==> src/rtl/fetch_unit.sv <==
// Instruction fetch front end: issues word-aligned requests to instruction
// memory under a credit scheme and buffers in-order responses in a small FIFO
// with their PCs. A redirect flushes the buffer and drops responses that are
// still in flight for the abandoned path.
module fetch_unit #(
    parameter int               WIDTH    = 32,
    parameter logic [WIDTH-1:0] RESET_PC = '0,
    parameter int               DEPTH    = 2
) (
    input  logic             clk,
    input  logic             rst,
    input  logic             pc_src,
    input  logic [WIDTH-1:0] pc_target,
    output logic             imem_req_valid,
    output logic [WIDTH-1:0] imem_req_addr,
    input  logic             imem_req_ready,
    input  logic             imem_rsp_valid,
    input  logic [WIDTH-1:0] imem_rsp_data,
    output logic             ins_valid,
    output logic [WIDTH-1:0] ins,
    output logic [WIDTH-1:0] ins_pc,
    input  logic             ins_ready
);

    localparam int CW = $clog2(DEPTH + 1);
    localparam int PW = (DEPTH > 1) ? $clog2(DEPTH) : 1;
    localparam logic [CW-1:0] DEPTH_C = CW'(DEPTH);

    localparam logic [0:0] FETCH = 1'b0;
    localparam logic [0:0] DRAIN = 1'b1;

    logic [WIDTH-1:0] fetchPc_q, fetchPc_d;
    logic [WIDTH-1:0] rspPc_q, rspPc_d;
    logic [CW-1:0]    inflight_q, inflight_d;
    logic [CW-1:0]    dropCnt_q, dropCnt_d;
    logic [CW-1:0]    count_q, count_d;
    logic [PW-1:0]    head_q, head_d;
    logic [PW-1:0]    tail_q, tail_d;
    logic [0:0]       state_q, state_d;

    logic [WIDTH-1:0] pcMem_q  [DEPTH];
    logic [WIDTH-1:0] insMem_q [DEPTH];

    logic [CW:0]      occupied;
    logic             creditOk;
    logic             rspAccept;
    logic             reqFire;
    logic             push;
    logic             pop;
    logic [WIDTH-1:0] alignedTarget;

    function automatic logic [PW-1:0] nextPtr(input logic [PW-1:0] p);
        return (p == PW'(DEPTH - 1)) ? '0 : p + PW'(1);
    endfunction

    // Buffered entries plus outstanding requests may never exceed the buffer
    // size, so every response always has a slot waiting for it.
    assign occupied  = {1'b0, count_q} + {1'b0, inflight_q};
    assign creditOk  = occupied < {1'b0, DEPTH_C};

    assign imem_req_valid = !rst && !pc_src && creditOk;
    assign imem_req_addr  = fetchPc_q;

    assign ins_valid = !rst && !pc_src && (count_q != '0);
    assign ins       = insMem_q[head_q];
    assign ins_pc    = pcMem_q[head_q];

    // A response with nothing outstanding (e.g. issued before a reset) is ignored.
    assign rspAccept     = imem_rsp_valid && (inflight_q != '0);
    assign reqFire       = imem_req_valid && imem_req_ready;
    assign push          = rspAccept && (dropCnt_q == '0) && !pc_src;
    assign pop           = ins_valid && ins_ready;
    assign alignedTarget = {pc_target[WIDTH-1:2], 2'b00};

    // Next-state for PCs, counters, FIFO pointers and the drain FSM.
    always_comb begin
        fetchPc_d  = fetchPc_q;
        rspPc_d    = rspPc_q;
        dropCnt_d  = dropCnt_q;
        count_d    = count_q;
        head_d     = head_q;
        tail_d     = tail_q;
        state_d    = state_q;
        inflight_d = inflight_q + CW'(reqFire) - CW'(rspAccept);

        if (pc_src) begin
            fetchPc_d = alignedTarget;
            rspPc_d   = alignedTarget;
            count_d   = '0;
            head_d    = '0;
            tail_d    = '0;
            dropCnt_d = inflight_q - CW'(rspAccept);
        end else begin
            if (reqFire) begin
                fetchPc_d = fetchPc_q + WIDTH'(4);
            end
            if (push) begin
                rspPc_d = rspPc_q + WIDTH'(4);
                tail_d  = nextPtr(tail_q);
            end
            if (pop) begin
                head_d = nextPtr(head_q);
            end
            if (rspAccept && (dropCnt_q != '0)) begin
                dropCnt_d = dropCnt_q - CW'(1);
            end
            count_d = count_q + CW'(push) - CW'(pop);
        end

        case (state_q)
            FETCH:   if (dropCnt_d != '0) state_d = DRAIN;
            DRAIN:   if (dropCnt_d == '0) state_d = FETCH;
            default: state_d = FETCH;
        endcase
    end

    // Register update; reset overrides redirect and all handshakes.
    always_ff @(posedge clk) begin
        if (rst) begin
            fetchPc_q  <= RESET_PC;
            rspPc_q    <= RESET_PC;
            inflight_q <= '0;
            dropCnt_q  <= '0;
            count_q    <= '0;
            head_q     <= '0;
            tail_q     <= '0;
            state_q    <= FETCH;
            for (int i = 0; i < DEPTH; i++) begin
                pcMem_q[i]  <= '0;
                insMem_q[i] <= '0;
            end
        end else begin
            fetchPc_q  <= fetchPc_d;
            rspPc_q    <= rspPc_d;
            inflight_q <= inflight_d;
            dropCnt_q  <= dropCnt_d;
            count_q    <= count_d;
            head_q     <= head_d;
            tail_q     <= tail_d;
            state_q    <= state_d;
            if (push) begin
                pcMem_q[tail_q]  <= rspPc_q;
                insMem_q[tail_q] <= imem_rsp_data;
            end
        end
    end

    // A push into a full buffer means the credit accounting is broken.
    always_ff @(posedge clk) begin
        if (!rst) begin
            assert (!(push && (count_q == DEPTH_C)));
        end
    end

endmodule

==> config.mk <==
export PLATFORM = sky130hd
export DESIGN_NAME = fetch_unit
export DESIGN_NICKNAME = d
export VERILOG_FILES = /design/src/rtl/fetch_unit.sv
export SDC_FILE = /design/constraint.sdc
export NUM_CORES = 1
export LEC_CHECK = 0
export BUFFER_PORTS_ARGS = -buffer_cell sky130_fd_sc_hd__buf_2
export CAP_MARGIN = 40
export CORE_ASPECT_RATIO = 1.5
export CORE_MARGIN = 2
export CORE_UTILIZATION = 34
export CTS_CLUSTER_SIZE = 8
export DETAILED_ROUTE_END_ITERATION = 6
export GPL_TIMING_DRIVEN = 1
export PLACE_DENSITY = 0.62
export SYNTH_ARGS = -nofsm -noshare
export SYNTH_HDL_FRONTEND = slang
export SYNTH_SLANG_ARGS = --single-unit
==> constraint.sdc <==
create_clock -name clk -period 21.5 [get_ports clk]
set_input_delay 3.225 -clock clk [delete_from_list [all_inputs] [get_ports clk]]
set_output_delay 3.225 -clock clk [all_outputs]
set_load 0.01 [all_outputs]
==> run_results.csv <==
group,metric,value,unit
run_status,outcome,"completed",
sta,finalCritPeriodShare,0.348,
drt,num_vias,6199,
synthesis,yosysWarnings,0,
clocking,postCtsHoldBufs,0,
clocking,clk_latency,0.45,ns
power,p_leak,4.27,nW
drt,viasPerCell,4.86,
synthesis,ys_seq_area_frac,0.560,
cells_and_area,fillers,2549,
synthesis,ys.flop_type,"edfxtp_1",
clocking,post_cts_buffers,0,
synthesis,synth_top_area_share,0.409,
synthesis,synth.distinct_cells,47,
power,p_per_area,79.7,nW/um2
drt,route.detailed.drc,0,
clocking,cts.sinks,193,
synthesis,synth-edff-count,124,
sta,finalClockSkew,0.0118,ns
drt,ant_nets,0,
worst_setup_path,crit_top_cell,"buf_2",
worst_setup_path,endpoint,"imem_req_valid",
cells_and_area,layout-drive-gt1-share,0.306,
worst_setup_path,critPathKind,"input port to output pin",
worst_setup_path,worstPathMaxFanout,31,
cells_and_area,layout.nets,1004,
worst_setup_path,reg2regPathDepth,11,
synthesis,synthMuxAreaShare,0.0779,
grt,grt_pass1_vias,6266,
worst_hold_path,hp-class,"register to register",
drt,wl_per_cell,16.7,um
power,power,866,uW
drt,drt_pass1_iterations,4,
sta,fin_tns_setup,0,ns
synthesis,synth-compound-area-share,0.0743,
worst_setup_path,cp-start-kind,"input port",
synthesis,synthArstFlopShare,0,
clocking,cts_tree,"done",
grt,grt_remaining_overflow,0,
placement,place_congestion,0.803,
sta,max_freq,134,MHz
synthesis,synthSimpleGateAreaFrac,0.185,
sta,worstMarginPinSlew,0.783,ns
cells_and_area,area_growth,19.2,%
placement,port_buffers,161,
synthesis,post-synth-top-area-cell,"edfxtp_1",
drt,initialDrtViolationCount,257,
power,peakVddDrop,0.0566,mV
floorplanning,die_x,138,um
clocking,cts_buffers,17,
synthesis,syn_area,9110,um2
grt,grt_pass1_wl,33200,um
sta,grt_setup_unrepaired,"no",
worst_setup_path,worst_ep_required_time,18.27,ns
clocking,htreeDepth,4,
worst_setup_path,reg2reg_slack,18.19,ns
worst_setup_path,timing.rr.start,"inflight_q[0]$_SDFF_PP0_",
sta,fin_crit,7.48,ns
synthesis,avgSynthCellArea,11.7,um2
floorplanning,core,26400,um2
synthesis,yosys-top-cells-area,"edfxtp_1 (41%), dfxtp_1 (15%), and2_1 (8.7%)",
drt,routed_wl,21300,um
floorplanning,top_level_ports,168,
floorplanning,row_count,73,
worst_setup_path,worstPathArrival,4.25,ns
worst_setup_path,reg2reg_to,"inflight_q[1]$_SDFF_PP0_",
clocking,cts_resized,0,
clocking,clk_pin_slew,0.07,ns
synthesis,yosys.area_share.adder,0.0132,
floorplanning,die_area,28200,um2
sta,finalHoldViolCount,0,
sta,finalSetupViolations,0,
worst_setup_path,crit_slowest_cell,"or2_1",
placement,hpwl,14700,um
flow_run,cap_violations,0,
worst_setup_path,slowest_delay,0.31,ns
sta,slew_headroom,0.477,
grt,grt_antenna_before_repair,0,
worst_setup_path,crit_chain,"buf_2 -> buf_4 -> or2_1 -> nor3_1 -> buf_2",
sta,holdWs,0.524,ns
worst_setup_path,critPathCaptureType,"output pin",
synthesis,syn_inst,779,
grt,grt_use_total,0.156,
synthesis,synthXorXnorAreaFrac,0.0586,
grt,grt_max_degree,69,
floorplanning,start_util,0.345,
sta,drv_slew,0,
clocking,cts_root_buf,"clkbuf_16",
synthesis,ys_ff_latch,193,
synthesis,synth_top_family_by_area,"simple AND/OR/NAND/NOR gates",
floorplanning,die_h,204,um
cells_and_area,n_antenna_cell,0,
clocking,clock_path_buffers,2,
worst_setup_path,crit_path_start,"rst",
## critical path, delay by kind of cell
kind                   cells  cell delay (ns)
buffers and inverters      3             0.49
and+or+nand+nor            2             0.51
## worst min-delay path by stage
stage | slack, ns | cells past startpoint | start | endpoint
after floorplan | 0.48 | 2 | head_q$_SDFFE_PP0P_ | register
after global placement | 0.49 | 2 | head_q$_SDFFE_PP0P_ | head_q$_SDFFE_PP0P_
after detailed placement | 0.50 | 2 | head_q$_SDFFE_PP0P_ | register
after CTS | 0.52 | 2 | head_q$_SDFFE_PP0P_ | head_q$_SDFFE_PP0P_
after global routing | 0.58 | 2 | imem_req_addr[3]$_SDFFE_PP0P_ | imem_req_addr[3]$_SDFFE_PP0P_
final | 0.52 | 2 | head_q$_SDFFE_PP0P_ | head_q$_SDFFE_PP0P_
## routing by layer
layer	up-vias	GRT usage	part of all wire	routed length, um
met5	-	0	0	0
met4	0	0.0626	0.022	466
met3	21	0.0334	0.042	891
met2	141	0.283	0.52	11100
met1	2951	0.176	0.41	8840
li1	3086	-	-	-
## report_power, final
part / total (mW) / internal [mW] / switching (mW)
sequential: 0.443 / 0.424 / 0.0191
combinational: 0.123 / 0.0528 / 0.0705
clock: 0.299 / 0.152 / 0.148
## cell families after synthesis
logic type                 Yosys count
adders and majority gates            9
other                                1
and+or+nand+nor                    288
DFF                                193
xor gates and xnor gates            61
buffers and inverters               67
AOI/OAI and AO/OA                   97
muxes                               63
## synth_stat cells, types with 2 or more instances
cell type / n
and2_1: 127
edfxtp_1: 124
dfxtp_1: 69
mux2_2: 63
clkbuf_1: 42
xor2_1: 32
xnor2_1: 29
nand4_1: 28
nand2_1: 27
nor2_1: 27
a21boi_0: 22
a21oi_1: 18
and3_1: 18
inv_1: 16
nor3_1: 15
o21a_1: 15
nand3_1: 13
a211oi_1: 11
nor4_1: 11
o21ai_0: 9
ha_1: 8
o22ai_1: 7
a21boi_1: 5
and4_1: 5
nor4_2: 5
buf_4: 4
a31oi_1: 3
buf_1: 3
or3_1: 3
a211oi_2: 2
or2_2: 2
## registers in the layout, summed over array words and instances, names as in the netlist, named ones only
name           count
inflight_q         2
tail_q             1
count_q            2
dropCnt_q          2
head_q             1
rspPc_q           30
insMem_q          64
imem_req_addr     30
pcMem_q           60
## through the flow
stage          instance area, um2  setup slack [ns]   util  instances
2_1_floorplan                9120             12.39      -        782
3_3_place_gp                10200             13.99  0.387       1238
3_5_place_dp                10300             13.99  0.391       1243
4_1_cts                     10900             13.98  0.411       1275
5_1_grt                     10900             13.95  0.411       1275
6_report                    10900             14.02  0.411       1275
## layout by cell type, fill, tap and decap left out, types with 27 or more instances in the layout
cell type and n:
nand4_1 28, buf_2 162, mux2_2 63, and2_1 127
xnor2_1 29, nand2_1 27, nor2_1 27, xor2_1 32
dfxtp_1 68, edfxtp_1 124
## final cells by class
class | instances | area [um2] | area share
clock buffer | 18 | 429 | 0.0395
clock inverter | 14 | 114 | 0.0105
inverter | 17 | 63.8 | 0.00587
multi-input combinational | 522 | 3770 | 0.347
sequential | 193 | 5110 | 0.470
tap | 337 | 422 | 0.0388
timing repair buffer | 174 | 961 | 0.0885
Note: power is estimated with default switching activity, not from simulation.
